$ cat config.mk
export PLATFORM = sky130hd
export DESIGN_NAME = uart_calc_fsm
export DESIGN_NICKNAME = d
export VERILOG_FILES = /design/src/rtl/uart_calc_fsm.sv
export SDC_FILE = /design/constraint.sdc
export NUM_CORES = 1
export LEC_CHECK = 0
export ABC_AREA = 0
export BUFFER_PORTS_ARGS = -buffer_cell sky130_fd_sc_hd__buf_2
export CORE_ASPECT_RATIO = 0.9
export CORE_MARGIN = 2
export CORE_UTILIZATION = 42
export DETAILED_ROUTE_END_ITERATION = 6
export PLACE_DENSITY = 0.59
export SLEW_MARGIN = 20
export SYNTH_ARGS = -nofsm -noshare
export SYNTH_HDL_FRONTEND = slang
export SYNTH_SLANG_ARGS = --single-unit
$ cat constraint.sdc
create_clock -name clk_i -period 5.99 [get_ports clk_i]
set_input_delay 1.4975 -clock clk_i [delete_from_list [all_inputs] [get_ports clk_i]]
set_output_delay 1.4975 -clock clk_i [all_outputs]
set_load 0.03 [all_outputs]
$ cat src/rtl/uart_calc_fsm.sv
// Command/response controller: parses "<op><hex digits>\r\n" from a UART RX stream, updates an accumulator,
// and answers with a ROM message, the accumulator in hex and CR LF. Optional inter-byte timeout: UART_CALC_TIMEOUT_EN.
module uart_calc_fsm #(
  parameter int               OPD_DIGITS = 8,
  parameter int               ACC_W      = 92,
  parameter logic [ACC_W-1:0] ACC_INIT   = ACC_W'(8),
  parameter int               TO_CYCLES  = 1000000
) (
  input  logic             clk_i,
  input  logic             rstn_i,
  input  logic             rx_valid_i,
  input  logic [9:0]       rx_data_i,
  output logic             tx_valid_o,
  output logic [7:0]       tx_data_o,
  input  logic             tx_ready_i,
  output logic [2:0]       msg_id_o,
  output logic [5:0]       msg_idx_o,
  input  logic [7:0]       msg_data_i,
  input  logic             msg_last_i,
  output logic             busy_o,
  output logic [ACC_W-1:0] acc_o
);

  localparam int OPD_W      = 4 * OPD_DIGITS;
  localparam int RES_DIGITS = (ACC_W + 3) / 4;
  localparam int PAD_W      = 4 * RES_DIGITS;
  localparam int DIG_W      = $clog2(OPD_DIGITS + 1);
  localparam int RES_W      = $clog2(RES_DIGITS + 1);

  typedef enum logic [2:0] {
    S_IDLE, S_RDIG, S_RCR, S_RLF, S_TMSG, S_TRES, S_TCR, S_TLF
  } state_e;

  typedef enum logic [1:0] {OP_NOP, OP_ADD, OP_SUB, OP_XOR} op_e;

  state_e           state_q, state_d;
  op_e              op_q, op_d;
  logic [OPD_W-1:0] operand_q, operand_d;
  logic [DIG_W-1:0] digCnt_q, digCnt_d;
  logic [ACC_W-1:0] acc_q, acc_d;
  logic [2:0]       msgId_q, msgId_d;
  logic [5:0]       msgIdx_q, msgIdx_d;
  logic [RES_W-1:0] resIdx_q, resIdx_d;

  logic [7:0]       rxByte;
  logic             rxFrame, rxParity, rxState, rxTake, fmtErr;
  logic [2:0]       errCode;
  logic [4:0]       dec;
  logic             busy, hs;
  logic [ACC_W-1:0] opExt, accNext;
  logic [PAD_W-1:0] accShift;
  logic [3:0]       resNib;

  // Returns {valid, nibble}; letters map via their low nibble plus 9.
  function automatic logic [4:0] hexDecode(input logic [7:0] c);
    hexDecode = 5'b0;
    if (c >= 8'h30 && c <= 8'h39)
      hexDecode = {1'b1, c[3:0]};
    else if ((c >= 8'h41 && c <= 8'h46) || (c >= 8'h61 && c <= 8'h66))
      hexDecode = {1'b1, c[3:0] + 4'd9};
  endfunction

  function automatic logic [7:0] hexEncode(input logic [3:0] n);
    if (n < 4'd10) hexEncode = {4'h3, n};
    else           hexEncode = 8'h37 + {4'h0, n};
  endfunction

  assign rxByte   = rx_data_i[7:0];
  assign rxParity = rx_data_i[8];
  assign rxFrame  = rx_data_i[9];
  assign rxState  = (state_q inside {S_IDLE, S_RDIG, S_RCR, S_RLF});
  assign rxTake   = rx_valid_i && rxState;
  assign busy     = (state_q inside {S_TMSG, S_TRES, S_TCR, S_TLF});
  assign hs       = busy && tx_ready_i;
  assign dec      = hexDecode(rxByte);

  always_comb begin
    if (rxFrame && rxParity) errCode = 3'd4;
    else if (rxFrame)        errCode = 3'd3;
    else if (rxParity)       errCode = 3'd2;
    else                     errCode = 3'd1;
  end

  if (OPD_W >= ACC_W) begin : gOpTrunc
    assign opExt = operand_q[ACC_W-1:0];
  end else begin : gOpExt
    assign opExt = {{(ACC_W-OPD_W){1'b0}}, operand_q};
  end

  always_comb begin
    accNext = acc_q;
    case (op_q)
      OP_ADD:  accNext = acc_q + opExt;
      OP_SUB:  accNext = acc_q - opExt;
      OP_XOR:  accNext = acc_q ^ opExt;
      default: accNext = acc_q;
    endcase
  end

  assign accShift = PAD_W'(acc_q) >> (4 * (RES_DIGITS - 1 - int'(resIdx_q)));
  assign resNib   = accShift[3:0];

`ifdef UART_CALC_TIMEOUT_EN
  localparam int TO_W = $clog2(TO_CYCLES + 1);

  logic [TO_W-1:0] toCnt_q, toCnt_d;
  logic            toFire;

  // Counts idle cycles while mid-line; any received byte restarts it.
  always_comb begin
    toCnt_d = '0;
    toFire  = 1'b0;
    if ((state_q inside {S_RDIG, S_RCR, S_RLF}) && !rx_valid_i) begin
      if (toCnt_q == TO_W'(TO_CYCLES - 1)) toFire = 1'b1;
      else                                 toCnt_d = toCnt_q + TO_W'(1);
    end
  end

  always_ff @(posedge clk_i or negedge rstn_i) begin
    if (!rstn_i) toCnt_q <= '0;
    else         toCnt_q <= toCnt_d;
  end
`else
  if (TO_CYCLES > 0) begin : gNoTimeout
  end
`endif

  always_comb begin
    state_d   = state_q;
    op_d      = op_q;
    operand_d = operand_q;
    digCnt_d  = digCnt_q;
    acc_d     = acc_q;
    msgId_d   = msgId_q;
    msgIdx_d  = msgIdx_q;
    resIdx_d  = resIdx_q;
    fmtErr    = 1'b0;

    case (state_q)
      S_IDLE: if (rx_valid_i) begin
        case (rxByte)
          8'h2B:   begin op_d = OP_ADD; state_d = S_RDIG; end
          8'h2D:   begin op_d = OP_SUB; state_d = S_RDIG; end
          8'h5E:   begin op_d = OP_XOR; state_d = S_RDIG; end
          8'h3D:   begin op_d = OP_NOP; state_d = S_RCR;  end
          default: fmtErr = 1'b1;
        endcase
      end
      S_RDIG: if (rx_valid_i) begin
        if (dec[4]) begin
          operand_d = (operand_q << 4) | OPD_W'(dec[3:0]);
          if (digCnt_q == DIG_W'(OPD_DIGITS - 1)) begin
            digCnt_d = '0;
            state_d  = S_RCR;
          end else begin
            digCnt_d = digCnt_q + DIG_W'(1);
          end
        end else begin
          fmtErr = 1'b1;
        end
      end
      S_RCR: if (rx_valid_i) begin
        if (rxByte == 8'h0D) state_d = S_RLF;
        else                 fmtErr  = 1'b1;
      end
      S_RLF: if (rx_valid_i) begin
        if (rxByte == 8'h0A) begin
          acc_d     = accNext;
          operand_d = '0;
          op_d      = OP_NOP;
          msgId_d   = 3'd0;
          msgIdx_d  = 6'd0;
          state_d   = S_TMSG;
        end else begin
          fmtErr = 1'b1;
        end
      end
      S_TMSG: if (hs) begin
        if (msg_last_i) begin
          msgIdx_d = 6'd0;
          resIdx_d = '0;
          state_d  = (msgId_q == 3'd0) ? S_TRES : S_TCR;
        end else begin
          msgIdx_d = msgIdx_q + 6'd1;
        end
      end
      S_TRES: if (hs) begin
        if (resIdx_q == RES_W'(RES_DIGITS - 1)) begin
          resIdx_d = '0;
          state_d  = S_TCR;
        end else begin
          resIdx_d = resIdx_q + RES_W'(1);
        end
      end
      S_TCR: if (hs) state_d = S_TLF;
      S_TLF: if (hs) state_d = S_IDLE;
      default: state_d = S_IDLE;
    endcase

    // Line errors override whatever the byte would otherwise have done, including an LF commit.
    if (rxTake && (rxFrame || rxParity || fmtErr)) begin
      acc_d     = acc_q;
      operand_d = '0;
      digCnt_d  = '0;
      op_d      = OP_NOP;
      msgId_d   = errCode;
      msgIdx_d  = 6'd0;
      state_d   = S_TMSG;
    end
`ifdef UART_CALC_TIMEOUT_EN
    if (toFire) begin
      operand_d = '0;
      digCnt_d  = '0;
      op_d      = OP_NOP;
      msgId_d   = 3'd5;
      msgIdx_d  = 6'd0;
      state_d   = S_TMSG;
    end
`endif
  end

  always_ff @(posedge clk_i or negedge rstn_i) begin
    if (!rstn_i) begin
      state_q   <= S_IDLE;
      op_q      <= OP_NOP;
      operand_q <= '0;
      digCnt_q  <= '0;
      acc_q     <= ACC_INIT;
      msgId_q   <= 3'd0;
      msgIdx_q  <= 6'd0;
      resIdx_q  <= '0;
    end else begin
      state_q   <= state_d;
      op_q      <= op_d;
      operand_q <= operand_d;
      digCnt_q  <= digCnt_d;
      acc_q     <= acc_d;
      msgId_q   <= msgId_d;
      msgIdx_q  <= msgIdx_d;
      resIdx_q  <= resIdx_d;
    end
  end

  // Byte source follows the state directly, so it holds still for as long as the transmitter stalls.
  always_comb begin
    tx_data_o = 8'h00;
    case (state_q)
      S_TMSG:  tx_data_o = msg_data_i;
      S_TRES:  tx_data_o = hexEncode(resNib);
      S_TCR:   tx_data_o = 8'h0D;
      S_TLF:   tx_data_o = 8'h0A;
      default: tx_data_o = 8'h00;
    endcase
  end

  assign tx_valid_o = busy;
  assign busy_o     = busy;
  assign msg_id_o   = msgId_q;
  assign msg_idx_o  = msgIdx_q;
  assign acc_o      = acc_q;

endmodule

* Word level (Yosys, flattened, before mapping)
Cells that the tools add are included.
** Word-level totals
- Bits in registers :: 147
- Bits of input ports :: 23
- Output and inout bits :: 111
- Word-level logic and storage cells :: 165
** Operators by class
- Add/subtract/negate cells :: 8
- $lt $le $gt $ge :: 7
- Equality and inequality tests :: 37
- Shifts and indexed selects :: 1
- Multiplexer cells :: 67
- Bitwise operators :: 3
- Reductions and logical operators :: 34
** Operators by type and width (number)
- 92-bit case mux with 3 select lines :: 1
- 32-bit two-way mux :: 5
- 92-bit by 32-bit adder with 92-bit output :: 1
- 92-bit by 32-bit >> shifter with 4-bit output :: 1
- 92-bit by 32-bit subtractor with 92-bit output :: 1
- 92-bit by 32-bit bitwise XOR with 92-bit output :: 1
- 32-bit case mux with 2 select lines :: 1
- 3-bit two-way mux :: 20
- 32-bit by 4-bit bitwise OR with 32-bit output :: 1
- 8-bit case mux with 4 select lines :: 1
- 5-bit two-way mux :: 6
- 6-bit two-way mux :: 5
- 3-bit by 2-bit != test with 1-bit output (second input constant) :: 10
- 8-bit by 6-bit equality test with 1-bit output (second input constant) :: 3
- 3-bit case mux with 8 select lines :: 1
- 4-bit two-way mux :: 5
- 8-bit by 4-bit equality test with 1-bit output (second input constant) :: 2
- 8-bit by 7-bit >= comparator with 1-bit output (second input constant) :: 2
- 8-bit by 7-bit less-or-equal comparator with 1-bit output (second input constant) :: 2
- 15-bit AND reduction :: 1
- 5-bit AND reduction :: 3
- 2-bit two-way mux :: 7
- 3-bit equality test (second input constant) :: 4
- 3-bit by 1-bit != test with 1-bit output (second input constant) :: 4
- 38 further kinds :: 69

* Logic depth before layout (Yosys ltp)
- Depth in word-level cells :: 12
- Gate-level depth with buffers :: 24
- Mapped depth without buffers :: 23

* Least setup slack after synthesis
No wires, ideal clock.
- Kind :: flip-flop to output port
- Start point :: register resIdx_q[0]
- End point :: output port tx_data_o[1]
- Data arrival time :: 4.442 ns
- Required time :: 4.493 ns
- Setup slack :: 0.050 ns
- Cell stages (with the launch flop) :: 19
- Buffers on the path :: 7
- Cell sequence :: dfrtp_1 > buf_2 > buf_2 > buf_4 > buf_2 > inv_1 > ha_1 > clkbuf_1 > clkbuf_1 > clkbuf_1 > mux4_2 > o21ai_0 > nand2_1 > o21ai_0 > a21oi_1 > or2_2 > ha_1 > a211o_1 > a31oi_1
** On the way
- Cells in the longest elaborated chain, start to end :: 5
- Elaborated cells between the ends (all ways) :: 6
- Classes of those cells :: add/sub (2); order compare (1); shift (1); mux (2)
** RTL lines
- start: declaration :: line 43 : logic [RES_W-1:0] resIdx_q, resIdx_d;
- start signal: assignment :: line 240 : resIdx_q <= resIdx_d;
- 5-bit by 5-bit subtractor with 6-bit output * :: line 100 : assign accShift = PAD_W'(acc_q) >> (4 * (RES_DIGITS - 1 - int'(resIdx_q)));
- 92-bit by 32-bit >> shifter with 4-bit output * :: line 100
- 6-bit by 4-bit adder with 7-bit output / 4-bit < comparator (equally long branches) :: line 65, 64
- 7-bit two-way mux * :: line 64 : if (n < 4'd10) hexEncode = {4'h3, n};
- 8-bit case mux with 4 select lines * :: line 247 : case (state_q)
- end: declaration :: line 14 : output logic [7:0] tx_data_o,
Mark *: on every way between the ends. The rest lies on a longest branch, timed or not.

* Worst setup path in the final report
- Start point :: register operand_q[8]
- End point :: register acc_q[86], in the netlist acc_o[86]
** On the way
- Cells in the longest elaborated chain, start to end :: 2
- Elaborated cells between the ends (all ways) :: 3
- Classes of those cells :: add/sub (2); mux (1)
** RTL lines
- start: declaration :: line 38 : logic [OPD_W-1:0] operand_q, operand_d;
- start signal: assignment :: line 235 : operand_q <= operand_d;
- 92-bit by 32-bit subtractor with 92-bit output / 92-bit by 32-bit adder with 92-bit output (equally long branches) :: line 94, 93
- 92-bit case mux with 3 select lines * :: line 92 : case (op_q)
- end signal: assignment :: line 228 : acc_q <= ACC_INIT;
- end signal: assignment :: line 237 : acc_q <= acc_d;
- end: declaration :: line 40 : logic [ACC_W-1:0] acc_q, acc_d;
Marked as above.
A chain may end at the register's enable or synchronous reset.

==> run metrics <==
Port-buffer cells=around 130; clk sinks=about 150; pin count of the biggest net entering global routing=71; syn avg cell area=7.58 sq um; slew margin rel.=0.299; CTS tree=done; status=completed; Slowest-stage cell, CP=or4_1; vias in the first global route=approximately 14k; Design Area, Final=between 0.015 and 0.02 sq mm; measured slew at the worst slew-check pin=~1000 ps; HP Class=register to register; post-synth top area share=0.255; Levels on crit path=20; area post-placement=between 0.015 and 0.02 sq mm; Final Skew=~15 ps; worst hold slack=486 ps; final hold violation count=0; CTS root buf=clkbuf_16; gpl congestion=between 0.9 and 1; Final period util=0.966; clock transition at the registers of the reported paths=80 ps; Setup Total Neg Slack=0 ps; hpwl dp=about 42,000 microns; Rows=64; syn_nets=2,022; number of hold buffers added after cts=0; main area contributors after synthesis=dfrtp_1 25%, ha_1 9.2%, a21oi_1 6.7%; critical path fanouts, max=14; RSZ-0062 raised after global routing=false; CTS Buf Count=17; Reg2Reg Setup Slack=roughly 200 ps; count of cell types in the netlist=slightly above 80; dominant cell type by area after synthesis=dfrtp_1; Crit path max-delay family=compound AO/OA/AOI/OAI gates; fillers=3,490; ys flop type=dfrtp_1; Post-CTS Setup Bufs=0; CP cell instances=or4_1 -> nor3_2 -> buf_4 -> nand4_1 -> nand2b_1 -> or4_1 -> buf_4 -> o21ai_1 -> ha_1 -> a21oi_1 -> o21ai_0 -> a221oi_1 -> o311ai_1 -> a31o_2 -> a211oi_2 -> buf_4 -> o21ai_1 -> a31oi_1 -> xor2_1 -> o21ai_1; CTS H-Tree Depth=4; Final #Nets=between 2k and 2.5k; WL/cell=between 20 and 25 microns; Max Slew Vio Count=0; Finish-stage setup viols=0; DR pass1 iterations=6; Worst EP arrival=6100 ps; fin crit period=around 5800 ps; post-cts resize count=0; Seq. cell area=approximately 0.0037 sq mm; Worst Path Required=6310 ps; FF+latch count, synth=147; FMAX=0.173 GHz; Core Box Area=approximately 0.034 sq mm; Post-synth ARST share=1.00; total vias in the final route=14.8k; WP buf/inv=3; Max-Cap Viols=0; Clk Latency, worst-skew pair=about 460 ps; vias per cell=roughly 6; Routed Antenna Nets=0; cells after synthesis=approximately 1.9k; initial detailed-routing violation count=1,564; Starting Density=0.425; Crit. End Element=register; mapped cell area=roughly 0.014 sq mm; clock buffer depth=2; GRT Resource Usage Total=0.302; synthesis-to-layout area growth=12.2%; Vert. Die Dim=around 180 microns; initial antenna violation count=0; first-pass GRT wire length=~80,000 microns; grt ovf=0; # IOs=between 100 and 150; Worst Reg-to-Reg Cells=20; Worst path max stage delay=about 570 ps; Die W=199 microns; fraction of layout cells with a size suffix above 1=0.137; multi-input combinational cell area=roughly 0.01 sq mm; Yosys warning total=0; die area=0.0357 sq mm; post-layout util=0.476; kind of critical path=register to register; Diodes inserted=0; Worst setup SP type=register; Post-Route WL=roughly 54,000 microns; worst hold path depth=1; DRC=0; Post-synth EDFFs=0; register area share after synthesis=0.256
[worst reg2reg max path, cell delays in order, from the launching register on]
cell and delay [ps]:
dfrtp_1 460, or4_1 570, nor3_2 220, buf_4 180, nand4_1 120, nand2b_1 200
or4_1 490, buf_4 220, o21ai_1 380, ha_1 390, a21oi_1 220, o21ai_0 150
a221oi_1 310, o311ai_1 150, a31o_2 290, a211oi_2 270, buf_4 180, o21ai_1 160
a31oi_1 430, xor2_1 190, o21ai_1 70
[final cells by class]
type                       count  share of cell area
clock inverter                13             0.00707
inverter                      66              0.0154
sequential                   147               0.229
multi-input combinational   1557               0.621
timing repair buffer         179              0.0640
clock buffer                  19              0.0275
tap                          462              0.0359
[layout by cell type, fill, tap and decap left out, drive strengths merged, types with 19 or more instances in the layout]
cell type	n
xor2	40
nand4	45
nand2	257
mux4	20
nor3	25
ha	105
a21o	48
nor2	136
a22oi	26
xnor2	80
a21oi	193
o21bai	28
nand3	54
buf	179
nand2b	19
clkbuf	19
inv	73
o21ai	264
mux2i	19
dfrtp	146
[sequential cells by signal (all words and copies together), names as in the netlist]
name	count
msg_idx_o	6
op_q	2
resIdx_q	5
acc_o	92
digCnt_q	4
msg_id_o	3
state_q	3
operand_q	32
[logic make-up after synthesis]
family / after synthesis / share of synthesized area
DFF: 147 / 0.256
xor gates and xnor gates: 120 / 0.0733
muxes: 43 / 0.0478
adders and majority gates: 106 / 0.0930
buffers and inverters: 189 / 0.0510
and+or+nand+nor: 612 / 0.196
AOI/OAI and AO/OA: 676 / 0.283
[cell usage after synthesis (5+ instances only)]
cell type / n
xor2_1: 40
nor2b_1: 7
nand3_1: 54
dfrtp_1: 146
clkbuf_1: 106
a211o_1: 6
or3_1: 7
ha_1: 105
nor4_1: 12
o21a_1: 14
nand2_1: 256
a31oi_1: 14
buf_2: 12
a22o_1: 5
xnor2_1: 80
mux2i_1: 19
a22oi_1: 26
a21oi_1: 192
mux4_2: 20
o21ai_1: 73
nor2_1: 136
o21bai_1: 28
o311ai_1: 5
o31ai_1: 17
nand2b_1: 19
a21o_1: 48
nand4_1: 45
or2_2: 8
and3_1: 12
o21ai_0: 189
nor3_1: 24
inv_1: 65
or4_1: 7
a211oi_1: 5
o211ai_1: 8
[per-layer routing]
| metal | part of all wire | global-route usage |
|---|---|---|
| met1 | 0.49 | 0.467 |
| met5 | 0.0020 | 0.0219 |
| met2 | 0.40 | 0.415 |
| met4 | 0.020 | 0.0765 |
| met3 | 0.088 | 0.0657 |
[through the flow]
| stage | worst slack (ps) | std cells |
|---|---|---|
| 2_1_floorplan | 50.1 | 1893 |
| 3_3_place_gp | 478 | 2411 |
| 3_5_place_dp | 332 | 2411 |
| 4_1_cts | 307 | 2443 |
| 5_1_grt | 0.343 | 2443 |
| 6_report | 202 | 2443 |
[path summary, 6_finish.rpt]
| path | startpoint | to |
|---|---|---|
| min in group asynchronous | rstn_i | acc_o[2] |
| worst min-delay path | msg_idx_o[5] | msg_idx_o[5] |
| max in group asynchronous | rstn_i | acc_o[58] |
| worst max register to register | operand_q[8] | acc_o[86] |
| worst min register to register | msg_idx_o[5] | msg_idx_o[5] |
| worst max-delay path | operand_q[8] | acc_o[86] |
Power is not shown: default switching activity piles up to over one toggle a cycle in this logic, so the estimate is an artifact.
